`config.mk`:
```
export PLATFORM = sky130hd
export DESIGN_NAME = acc_stream_ctrl_flat
export DESIGN_NICKNAME = d
export VERILOG_FILES = /design/src/rtl/acc_stream_ctrl_if.sv /design/src/rtl/acc_stream_ctrl.sv /design/src/flat_wrapper.sv
export SDC_FILE = /design/constraint.sdc
export NUM_CORES = 1
export LEC_CHECK = 0
export BUFFER_PORTS_ARGS = -buffer_cell sky130_fd_sc_hd__buf_2
export CORE_ASPECT_RATIO = 1.25
export CORE_MARGIN = 4
export CORE_UTILIZATION = 45
export CTS_BUF_LIST = sky130_fd_sc_hd__clkbuf_4 sky130_fd_sc_hd__clkbuf_8
export DETAILED_ROUTE_END_ITERATION = 8
export PLACE_DENSITY = 0.71
export SYNTH_ARGS = -nofsm -noshare
export SYNTH_HDL_FRONTEND = slang
export SYNTH_SLANG_ARGS = --single-unit
```
`constraint.sdc`:
```
create_clock -name clk -period 6.1 [get_ports clk]
set_input_delay 1.22 -clock clk [delete_from_list [all_inputs] [get_ports clk]]
set_output_delay 1.22 -clock clk [all_outputs]
set_load 0.005 [all_outputs]
```
`src/rtl/acc_stream_ctrl_if.sv`:
```
// Valid/ready element streams between the SoC fabric and acc_stream_ctrl.
// slave is the controller side; master is the fabric (or bench) side.
interface acc_stream_ctrl_if #(
   parameter int dat_size = 8
);
   logic                in_valid;
   logic                in_ready;
   logic [dat_size-1:0] in_data;
   logic                out_valid;
   logic                out_ready;
   logic [dat_size-1:0] out_data;

   modport master (
      output in_valid, in_data, out_ready,
      input  in_ready, out_valid, out_data
   );

   modport slave (
      input  in_valid, in_data, out_ready,
      output in_ready, out_valid, out_data
   );
endinterface

```
`src/rtl/acc_stream_ctrl.sv`:
```
// Host-side initiator: packs A/B operands from a stream, runs the accelerator, streams results back.
// Optional WAIT-state watchdog is built when ACC_STREAM_CTRL_TIMEOUT_EN is defined.
module acc_stream_ctrl #(
   parameter int dat_size       = 8,
   parameter int mat_size       = 2,
   parameter int TIMEOUT_CYCLES = 1024
) (
   input  logic                                       clk,
   input  logic                                       rst,
   acc_stream_ctrl_if.slave                           strm,
   output logic                                       acc_start,
   input  logic                                       acc_done,
   output logic [mat_size*mat_size-1:0][dat_size-1:0] acc_in_A,
   output logic [mat_size*mat_size-1:0][dat_size-1:0] acc_in_B,
   input  logic [mat_size*mat_size-1:0][dat_size-1:0] acc_out,
   output logic                                       busy,
   output logic                                       frame_done,
   output logic                                       timeout_err
);
   localparam int N     = mat_size * mat_size;
   localparam int IDX_W = (N > 1) ? $clog2(N) : 1;
   localparam logic [IDX_W-1:0] IDX_LAST = IDX_W'(N - 1);

   typedef enum logic [2:0] {LOAD_A, LOAD_B, START, WAIT, DRAIN} state_t;

   state_t                     state;
   state_t                     state_nxt;
   logic [IDX_W-1:0]           idx;
   logic [IDX_W-1:0]           idx_nxt;
   logic [N-1:0][dat_size-1:0] result;
   logic                       wr_a;
   logic                       wr_b;
   logic                       cap;
   logic                       cap_zero;
   logic                       wd_expire;
   logic                       idx_last;

   assign idx_last      = (idx == IDX_LAST);
   assign busy          = !((state == LOAD_A) && (idx == '0));
   assign strm.out_data = result[idx];

   always_ff @(posedge clk or posedge rst) begin
      if (rst) begin
         state    <= LOAD_A;
         idx      <= '0;
         acc_in_A <= '0;
         acc_in_B <= '0;
         result   <= '0;
      end else begin
         state <= state_nxt;
         idx   <= idx_nxt;
         if (wr_a) acc_in_A[idx] <= strm.in_data;
         if (wr_b) acc_in_B[idx] <= strm.in_data;
         // Whole matrix is captured on one edge; a watchdog expiry substitutes zeros.
         if (cap)           result <= acc_out;
         else if (cap_zero) result <= '0;
      end
   end

   always_comb begin
      state_nxt      = state;
      idx_nxt        = idx;
      wr_a           = 1'b0;
      wr_b           = 1'b0;
      cap            = 1'b0;
      cap_zero       = 1'b0;
      acc_start      = 1'b0;
      frame_done     = 1'b0;
      strm.in_ready  = 1'b0;
      strm.out_valid = 1'b0;
      case (state)
         LOAD_A: begin
            strm.in_ready = 1'b1;
            if (strm.in_valid) begin
               wr_a = 1'b1;
               if (idx_last) begin
                  idx_nxt   = '0;
                  state_nxt = LOAD_B;
               end else begin
                  idx_nxt = idx + IDX_W'(1);
               end
            end
         end
         LOAD_B: begin
            strm.in_ready = 1'b1;
            if (strm.in_valid) begin
               wr_b = 1'b1;
               if (idx_last) begin
                  idx_nxt   = '0;
                  state_nxt = START;
               end else begin
                  idx_nxt = idx + IDX_W'(1);
               end
            end
         end
         START: begin
            // A done level left over from the previous frame must not be taken here.
            acc_start = 1'b1;
            state_nxt = WAIT;
         end
         WAIT: begin
            if (acc_done) begin
               cap       = 1'b1;
               idx_nxt   = '0;
               state_nxt = DRAIN;
            end else if (wd_expire) begin
               cap_zero  = 1'b1;
               idx_nxt   = '0;
               state_nxt = DRAIN;
            end
         end
         DRAIN: begin
            strm.out_valid = 1'b1;
            if (strm.out_ready) begin
               if (idx_last) begin
                  frame_done = 1'b1;
                  idx_nxt    = '0;
                  state_nxt  = LOAD_A;
               end else begin
                  idx_nxt = idx + IDX_W'(1);
               end
            end
         end
         default: begin
            idx_nxt   = '0;
            state_nxt = LOAD_A;
         end
      endcase
   end

`ifdef ACC_STREAM_CTRL_TIMEOUT_EN
   localparam int WD_W = $clog2(TIMEOUT_CYCLES + 1);

   logic [WD_W-1:0] wd_cnt;
   logic            timeout_q;

   // Expiry fires on the TIMEOUT_CYCLES-th WAIT cycle without done.
   assign wd_expire   = (wd_cnt == WD_W'(TIMEOUT_CYCLES - 1));
   assign timeout_err = timeout_q;

   always_ff @(posedge clk or posedge rst) begin
      if (rst) begin
         wd_cnt    <= '0;
         timeout_q <= 1'b0;
      end else begin
         if (state == START)     wd_cnt <= '0;
         else if (state == WAIT) wd_cnt <= wd_cnt + WD_W'(1);
         if ((state == WAIT) && !acc_done && wd_expire) timeout_q <= 1'b1;
      end
   end
`else
   assign wd_expire   = 1'b0;
   assign timeout_err = 1'b0;
`endif

endmodule

```
`src/flat_wrapper.sv`:
```
// flat-port wrapper written by rule: the top's interface ports become plain ports
module acc_stream_ctrl_flat 
#(
   parameter int dat_size       = 8,
   parameter int mat_size       = 2,
   parameter int TIMEOUT_CYCLES = 1024
)
  (clk, rst, acc_start, acc_done, acc_in_A, acc_in_B, acc_out, busy, frame_done, timeout_err, strm_in_valid, strm_in_data, strm_out_ready, strm_in_ready, strm_out_valid, strm_out_data);
  acc_stream_ctrl_if #(.dat_size(dat_size)) strm_i ();
  input  logic clk;
  input  logic rst;
  output logic acc_start;
  input  logic acc_done;
  output logic [mat_size*mat_size-1:0][dat_size-1:0] acc_in_A;
  output logic [mat_size*mat_size-1:0][dat_size-1:0] acc_in_B;
  input  logic [mat_size*mat_size-1:0][dat_size-1:0] acc_out;
  output logic busy;
  output logic frame_done;
  output logic timeout_err;
  input wire logic [$bits(strm_i.in_valid)-1:0] strm_in_valid;
  input wire logic [$bits(strm_i.in_data)-1:0] strm_in_data;
  input wire logic [$bits(strm_i.out_ready)-1:0] strm_out_ready;
  output wire logic [$bits(strm_i.in_ready)-1:0] strm_in_ready;
  output wire logic [$bits(strm_i.out_valid)-1:0] strm_out_valid;
  output wire logic [$bits(strm_i.out_data)-1:0] strm_out_data;
  assign strm_i.in_valid = strm_in_valid;
  assign strm_i.in_data = strm_in_data;
  assign strm_i.out_ready = strm_out_ready;
  assign strm_in_ready = strm_i.in_ready;
  assign strm_out_valid = strm_i.out_valid;
  assign strm_out_data = strm_i.out_data;
  acc_stream_ctrl #(.dat_size(dat_size), .mat_size(mat_size), .TIMEOUT_CYCLES(TIMEOUT_CYCLES)) u_core (.clk(clk), .rst(rst), .strm(strm_i), .acc_start(acc_start), .acc_done(acc_done), .acc_in_A(acc_in_A), .acc_in_B(acc_in_B), .acc_out(acc_out), .busy(busy), .frame_done(frame_done), .timeout_err(timeout_err));
endmodule
```
==> results, run 1 <==
- The clock tree synthesis step divided the H-tree into 3 levels.
- In the finished design, the share of the clock period the worst path needs comes to 0.529.
- The share of total power dissipated in sequential elements is 0.459.
- The tool flagged a number of max-cap violations equal to 0.
- The number of buffers added for setup after CTS is 0.
- Along the worst hold path, the cell count comes to 1.
- The slew at the pin with the worst max-slew slack is 1.02 ns.
- For this run, design rule violations remaining after detail routing come to 0.
- The I/O pin count is 123.
- The number of input and output port buffers inserted is 121.
- The post-synthesis sequential area ratio is 0.588.
- The startpoint kind of the worst setup timing path is a flip-flop.
- The run finished with clean final reports.
- The setup total negative slack is 0 ns.
- Across the whole layout, storage elements account for 2530 um2.
- In this run the worst path has a maximum fanout of 14.
- The signal on the critical path passes through ha_1 -> and2_1 -> and3_1 -> buf_2.
- In this run the vertical extent of the chip is 117 um.
- The area of the die is 11200 um2.
- The count of antenna-violating nets left after detailed routing is 0.
- The via-per-instance ratio is 5.12.
- The routed wire length is 9.08 mm.
- The maximum clock insertion buffer count is 2.
- In the final layout, the share of cells above drive strength 1 is 0.651.
- The critical path class is reg2out.
- The placement-stage cell area is 4990 um2.
- Dividing total power by cell area gives a power density of 511 nW/um2.
- Of the total power, combinational logic draws 0.380.
- At the worst endpoint, the required time is 4.88 ns.
- The fraction of power spent switching nets is 0.317.
- The fraction of synthesized cell area taken by the top area cell type is 0.588.
- The detailed-routing iteration count for the pre-antenna-repair pass is 4.
- The overall fraction of global-route tracks in use is 0.171.
- The highest cell delay on the worst timing path is 0.80 ns.
- Synthesis produced a netlist with a net count of 316.
- The clock latency of the later-clocked register in the worst-skew pair is 0.35 ns.
- The detailed router finished its first iteration with 61 violations.
- Summed over all layers, the global routing overflow is 0.
- Across all layers, the routed design uses 2642 vias.
- During synthesis, Yosys emitted a total of 0 warnings.
- The synthesized area per cell is 16.1 um2.
- Based on the critical path, the design can be clocked at up to 0.310 GHz.
- The clock-pin slew on the worst setup and hold paths is 0.09 ns.
- The net count reported at finish is 438.
- The count of inserted antenna diode cells is 0.
- The internal portion of total power is 1.81 mW.
- The synthesis-to-layout area growth is 20.9%.
- STA classifies the critical path endpoint as an output pin.
- The effective utilization at floorplan is 0.466.
- The final clock skew is 0.00709 ns.
- The initialized floorplan defines 39 standard-cell rows.
- Setup repair after global routing left no endpoint under its margin.
- The routed wire length per instance is 17.6 um.
- VDD sags by at most 0.242 mV.
- The count of cells resized by post-cts repair is 0.
- The final number of setup-violating endpoints is 0.
- The region available for standard cell placement spans 9220 um2.
- The gate count after technology mapping is 266.
- Summing all multi-input logic gate instances after layout gives 1680 um2.
- The tightest min-delay check is of the reg2reg type.
- The worst-case headroom to the max-slew limit is 0.317.
- The final max-slew violation count is 0.
- By area the synthesized netlist is led by sky130_fd_sc_hd__dfrtp_1 59%, sky130_fd_sc_hd__mux2_2 25%, sky130_fd_sc_hd__mux4_2 4.2%.
- The number of hold-slack violations in the final timing report is 0.
- In this run, synthesis produced a sequential element count of 101.
- The placed wire-length estimate after detailed placement is 6.39 mm.
- Routability-driven placement finished with a final weighted congestion of 0.733.
- The wire length of the first global-routing pass is 14.4 mm.
- The number of clock buffers inserted by TritonCTS is 9.
- The TritonCTS clock tree is yes.
- The highest-delay cell along the critical path is sky130_fd_sc_hd__dfrtp_1.
- Counting I/O delays and the setup requirement, the final critical path takes 3.23 ns.
- The number of fill cells in the layout is 768.
- The number of unique standard cell types used by synthesis is 30.
- Of the total power, the clock network draws 0.161.
- The dominant cell type by area after synthesis is sky130_fd_sc_hd__dfrtp_1.
- In this run the cell area of the synthesized design comes to 4300 um2.
- For this design the total switching power over the nets is 0.841 mW.
- Counting cells, the worst reg-to-reg path comes to 2.
- The leakage power total is 2.51 nW.
- Data arrives at the worst endpoint at 2.01 ns.
- In this run the clock root is driven by a sky130_fd_sc_hd__clkbuf_8.
- The total number of clock tree sinks is 101.
- The initial antenna violation count is 0.
- The via count of the first global-routing pass is 2781.
- After routing the design area is 5190 um2.
- The number of buffers added to fix hold violations after cts is 0.
- The pin count of the biggest net entering global routing is 65.
- From left edge to right edge, the die measures 95.4 um.
==> cell type report <==
type                    instances  share of cell area
clock buffers                  10              0.0265
clock inverters                 6              0.0118
inverters                       5             0.00410
multi-input cells             149               0.323
flip-flops and latches        101               0.487
well taps                     123              0.0296
repair buffers                122               0.118
==> per-layer routing <==
metal	vias to the layer above	share of wire	wire, um	GRT usage
met5	-	0	0	0
met4	0	0.013	120	0.0655
met3	9	0.094	855	0.0543
met2	99	0.48	4320	0.271
met1	1331	0.42	3780	0.220
li1	1203	-	-	-
==> power groups by stage <==
| stage | logic, mW | registers [mW] | clock network, mW |
|---|---|---|---|
| after global routing | 1.12 | 1.27 | 0.469 |
| after global placement | 1.00 | 1.22 | 0 |
| final | 1.01 | 1.22 | 0.427 |
| after floorplan | 0.669 | 1.17 | 0 |
| after CTS | 1.03 | 1.23 | 0.442 |
| after detailed placement | 1.03 | 1.24 | 0 |
==> stage by stage <==
stage	hold WS (ns)	setup slack, ns	instances	power, mW	utilization
final	0.508	2.87	516	2.65	0.563
after global routing	0.525	2.71	516	2.85	0.563
after CTS	0.512	2.82	516	2.70	0.563
after detailed placement	0.490	3.11	500	2.26	0.541
after global placement	0.482	3.13	500	2.22	0.541
after floorplan	0.474	2.23	266	1.84	-
==> state kept, by name, summed over array words and instances, names as in the netlist <==
register and cells:
u_core.idx 2, u_core.acc_in_A 32, u_core.acc_in_B 32, u_core.state 3, u_core.result 32
==> worst max-delay path: cells and delay by family, from the launching register on <==
family | cells | cell delay [ns]
DFF | 1 | 0.80
adders and majority gates | 1 | 0.41
and+or+nand+nor | 2 | 0.33
buffers and inverters | 1 | 0.11
==> cells in the final DEF (no fill, tap or decap), types with 2 or more instances in the layout <==
master / count
sky130_fd_sc_hd__nand2_1: 7
sky130_fd_sc_hd__mux2i_1: 2
sky130_fd_sc_hd__dfrtp_1: 101
sky130_fd_sc_hd__clkbuf_8: 10
sky130_fd_sc_hd__inv_1: 4
sky130_fd_sc_hd__nor3_4: 3
sky130_fd_sc_hd__nor2_4: 3
sky130_fd_sc_hd__clkinv_2: 3
sky130_fd_sc_hd__o21ai_0: 2
sky130_fd_sc_hd__a21oi_1: 2
sky130_fd_sc_hd__mux2_2: 96
sky130_fd_sc_hd__nand3b_4: 3
sky130_fd_sc_hd__nor3b_1: 2
sky130_fd_sc_hd__a211oi_1: 2
sky130_fd_sc_hd__nor2_1: 2
sky130_fd_sc_hd__mux4_2: 8
sky130_fd_sc_hd__ha_1: 5
sky130_fd_sc_hd__nor2b_1: 2
sky130_fd_sc_hd__buf_2: 121
==> cell usage after synthesis <==
library cell / count
sky130_fd_sc_hd__o21ai_0: 2
sky130_fd_sc_hd__nand2b_1: 1
sky130_fd_sc_hd__conb_1: 1
sky130_fd_sc_hd__nor2_4: 3
sky130_fd_sc_hd__and3_1: 1
sky130_fd_sc_hd__buf_2: 4
sky130_fd_sc_hd__dfrtp_1: 101
sky130_fd_sc_hd__nand3_2: 1
sky130_fd_sc_hd__nand2_1: 7
sky130_fd_sc_hd__a21oi_1: 2
sky130_fd_sc_hd__nor2b_1: 2
sky130_fd_sc_hd__nand4b_2: 1
sky130_fd_sc_hd__mux2_2: 96
sky130_fd_sc_hd__clkbuf_1: 1
sky130_fd_sc_hd__inv_1: 5
sky130_fd_sc_hd__mux4_2: 8
sky130_fd_sc_hd__nor2_1: 2
sky130_fd_sc_hd__a221o_1: 1
sky130_fd_sc_hd__nand4b_1: 1
sky130_fd_sc_hd__buf_4: 5
sky130_fd_sc_hd__nor3_4: 3
sky130_fd_sc_hd__ha_1: 5
sky130_fd_sc_hd__mux2i_1: 2
sky130_fd_sc_hd__nor3b_1: 2
sky130_fd_sc_hd__mux2_4: 1
sky130_fd_sc_hd__nand3b_4: 3
sky130_fd_sc_hd__nand4_2: 1
sky130_fd_sc_hd__a211oi_1: 2
sky130_fd_sc_hd__buf_6: 1
sky130_fd_sc_hd__and2_1: 1
==> path summary, 6_finish.rpt <==
kind | from | slack (ns) | to
min in group asynchronous | rst | 0.87 | u_core.result[26]
max in group asynchronous | rst | 4.08 | u_core.acc_in_B[9]
max | u_core.idx[0] | 2.87 | frame_done
min | u_core.acc_in_A[0] | 0.51 | u_core.acc_in_A[0]
min reg2reg | u_core.acc_in_A[0] | 0.51 | u_core.acc_in_A[0]
max reg2reg | u_core.state[1] | 3.66 | u_core.result[18]
==> cells by family (layout without fill, tap and decap cells) <==
kind of cell | after synthesis | in the layout | synth area share
buf+inv | 16 | 143 | 0.0213
compound gates | 7 | 7 | 0.0105
simple gates | 29 | 29 | 0.0626
other cells | 1 | 1 | 0.000873
mux | 107 | 107 | 0.302
flops | 101 | 101 | 0.588
fa+ha+maj | 5 | 5 | 0.0146
Note: power is estimated with default switching activity, not from simulation.
==> inputs of run 2 (changes only) <==
--- a/config.mk
+++ b/config.mk
@@ -11,7 +11,7 @@
 export CORE_UTILIZATION = 45
 export CTS_BUF_LIST = sky130_fd_sc_hd__clkbuf_4 sky130_fd_sc_hd__clkbuf_8
 export DETAILED_ROUTE_END_ITERATION = 8
-export PLACE_DENSITY = 0.71
+export PLACE_DENSITY = 0.73
 export SYNTH_ARGS = -nofsm -noshare
 export SYNTH_HDL_FRONTEND = slang
 export SYNTH_SLANG_ARGS = --single-unit
==> constraint.sdc (replaced) <==
create_clock -name clk -period 2.9 [get_ports clk]
set_input_delay 0.58 -clock clk [delete_from_list [all_inputs] [get_ports clk]]
set_output_delay 0.58 -clock clk [all_outputs]
set_load 0.005 [all_outputs]
==> results, run 2 (same netlist as run 1, synthesis figures left out) <==
- The routed length on met2 is 4.49 mm (+4.0%).
- The largest driver fanout on the critical path is 14 (unchanged).
- The count of maximum capacitance violations is 0 (unchanged).
- The TritonCTS clock tree is yes.
- The number of clock buffers inserted by TritonCTS is 9 (unchanged).
- The routed wire length per instance is 18.5 um (+5.4%).
- The highest-delay cell along the critical path is sky130_fd_sc_hd__dfrtp_1.
- The number of placement rows is 39 (unchanged).
- The pin count of the biggest net entering global routing is 39 (-40%).
- The wire length of the first global-routing pass is 15.0 mm (+4.7%).
- The slew at the pin with the worst max-slew slack is 1.03 ns (+0.0112 ns).
- The number of design rule violations left after detail routing is 0 (unchanged).
- The highest cell delay on the worst timing path is 0.81 ns (about the same).
- The share of post-route cells with drive strength above 1 is 0.653 (+0.00177).
- The overall fraction of global-route tracks in use came to 0.182 (+0.0109).
- The total number of clock tree sinks was 101 (unchanged).
- Setup repair after global routing left no endpoint under its margin.
- The routability congestion estimate is 0.747 (+1.9%).
- The count of antenna-violating nets left after detailed routing was 0 (unchanged).
- The maximum operating frequency is 0.385 GHz.
- The library cell used most frequently in the layout, excluding fill and tap cells, is sky130_fd_sc_hd__buf_2.
- The met1 layer wirelength in the final routing is 4.02 mm (+6.3%).
- The final clock skew is 0.00534 ns (-0.00175 ns).
- The overall die width was 95.4 um (unchanged).
- The arrival time reported for the critical path endpoint is 2.02 ns (about the same).
- The most critical setup path has its startpoint at u_core.idx[0].
- The effective utilization at floorplan is 0.466 (unchanged).
- The maximum clock insertion buffer count was 2 (unchanged).
- The clock latency of the later-clocked register in the worst-skew pair is 0.36 ns (about the same).
- The number of buffers added to fix hold violations after cts is 0 (unchanged).
- The via count is 2625 (-0.64%).
- The time the worst path needs with I/O delays and setup is 2.60 ns.
- The power density relative to cell area is 1090 nW/um2 (+110%).
- The setup path with the least slack is of type reg2out.
- The count of routing violations after the opening detailed-route iteration came to 63 (+3.3%).
- The via-per-instance ratio is 5.07 (-1.0%).
- The net count reported at finish is 440 (+0.46%).
- The post-route fraction of the period consumed by the critical path is 0.896.
- The area of the die is 11200 um2 (unchanged).
- The total global routing overflow is 0 (unchanged).
- The clock-pin slew on the worst setup and hold paths is 0.09 ns (about the same).
- The flow ran to the end, and the final reports show no timing, DRC or antenna violations.
- The final max-slew violation count is 0 (unchanged).
- The routed wire length is 9.60 mm (+5.8%).
- The number of hold-slack violations in the final timing report is 0 (unchanged).
- The path type of the worst min-delay path is in2async.
- The worst-case vdd ir drop came to 0.622 mV (+160%).
- The number of levels in the clock H-tree is 3 (unchanged).
- The vertical die dimension was 117 um (unchanged).
- The routed wire length on met3 was 898 um (+5.0%).
- The setup total negative slack is 0 ns (unchanged).
- The count of inserted antenna diode cells is 0 (unchanged).
- The critical path endpoint category is an output pin.
- The largest registers in the layout are u_core.acc_in_A: 32 flops, u_core.acc_in_B: 32 flops, u_core.result: 32 flops.
- The number of instances in the placed design is 502 (+0.40%).
- The final number of setup-violating endpoints was 0 (unchanged).
- The placed wire-length estimate after detailed placement came to 6.82 mm (+6.7%).
- Leaving out fill and tap cells, the most frequent cells in the layout are 121 x sky130_fd_sc_hd__buf_2, 101 x sky130_fd_sc_hd__dfrtp_1, 96 x sky130_fd_sc_hd__mux2_2, 11 x sky130_fd_sc_hd__clkbuf_8, 8 x sky130_fd_sc_hd__mux4_2.
- The worst setup path is launched from a flip-flop.
- The number of buffers added for setup after CTS is 0 (unchanged).
- The number of input and output port buffers inserted is 121 (unchanged).
- The final cell count without fillers is 518 (+0.39%).
- The library cell used as clock root buffer is sky130_fd_sc_hd__clkbuf_8.
- The leakage power total came to 2.54 nW (+1.1%).
- The I/O pin count is 123 (unchanged).
- The area of the core is 9220 um2 (unchanged).
- The detailed-routing iteration count for the pre-antenna-repair pass is 4 (unchanged).
- The worst-case headroom to the max-slew limit is 0.310 (-0.00751).
- The required time of the critical path was 2.32 ns (-2.56 ns).
- Traced cell by cell, the critical path runs through ha_1 -> and2_1 -> and3_1 -> buf_2.
- The startpoint identified for the worst register-to-register timing path is u_core.state[0].
- The via count of the first global-routing pass is 2773 (-0.29%).
- The count of cells resized by post-cts repair is 0 (unchanged).
- The top metal layer carrying routed signals is met4.
- The initial antenna violation count is 0 (unchanged).
- The area growth from synthesis to layout is 22.6%.
==> run 2: cell types whose count changed in the layout (fill, tap and decap cells not counted) <==
cell                         change
sky130_fd_sc_hd__buf_12          +2
sky130_fd_sc_hd__inv_4           -1
sky130_fd_sc_hd__bufinv_16       +1
sky130_fd_sc_hd__clkinvlp_4      +1
sky130_fd_sc_hd__clkbuf_8        +1
sky130_fd_sc_hd__clkinv_2        -2
==> run 2: worst max-delay path, delay by kind of cell (launching register included) <==
kind	cells	cell delay [ns]
buf+inv	1	0.12
flops	1	0.81
simple gates	2	0.35
fa+ha+maj	1	0.37
==> run 2: final timing paths <==
| kind | to | slack [ns] | cells past startpoint |
|---|---|---|---|
| max reg2reg | u_core.result[1] | 0.50 | 2 |
| max in group asynchronous | u_core.acc_in_B[14] | 1.94 | 3 |
| min in group clk | u_core.result[10] | 0.45 | 2 |
| min | u_core.result[31] | 0.34 | 2 |
| min reg2reg | u_core.acc_in_B[17] | 0.51 | 1 |
| max | frame_done | 0.30 | 4 |
==> run 2: stage by stage <==
| step | cell area, um2 | worst slack [ns] | power [mW] | hold WS (ns) | util |
|---|---|---|---|---|---|
| after floorplan | 4300 | 1.11 | 3.87 | 0.474 | - |
| after global placement | 5030 | 0.597 | 4.68 | 0.484 | 0.546 |
| after detailed placement | 5030 | 0.476 | 4.80 | 0.488 | 0.546 |
| after CTS | 5270 | 0.249 | 5.82 | 0.342 | 0.571 |
| after global routing | 5270 | 0.139 | 6.14 | 0.374 | 0.571 |
| final | 5270 | 0.300 | 5.74 | 0.338 | 0.571 |
==> run 2: report_power, final <==
group / total, mW / internal, mW / switching [mW]
combinational: 2.19 / 1.31 / 0.881
clock: 1.02 / 0.535 / 0.481
sequential: 2.54 / 2.10 / 0.443
==> run 2: final cells by class <==
| cell class | count | area (um2) |
|---|---|---|
| repair buffers | 124 | 653 |
| multi-input cells | 149 | 1680 |
| fillers | 773 | 3960 |
| clock inverters | 5 | 81.3 |
| inverters | 5 | 22.5 |
| clock buffers | 11 | 151 |
| well taps | 123 | 154 |
| flip-flops and latches | 101 | 2530 |
==> run 2: routing by layer <==
layer	track usage	up-vias
met1	0.233	1312
met2	0.285	97
met3	0.0556	14
met5	0	-
met4	0.0825	0
li1	-	1202
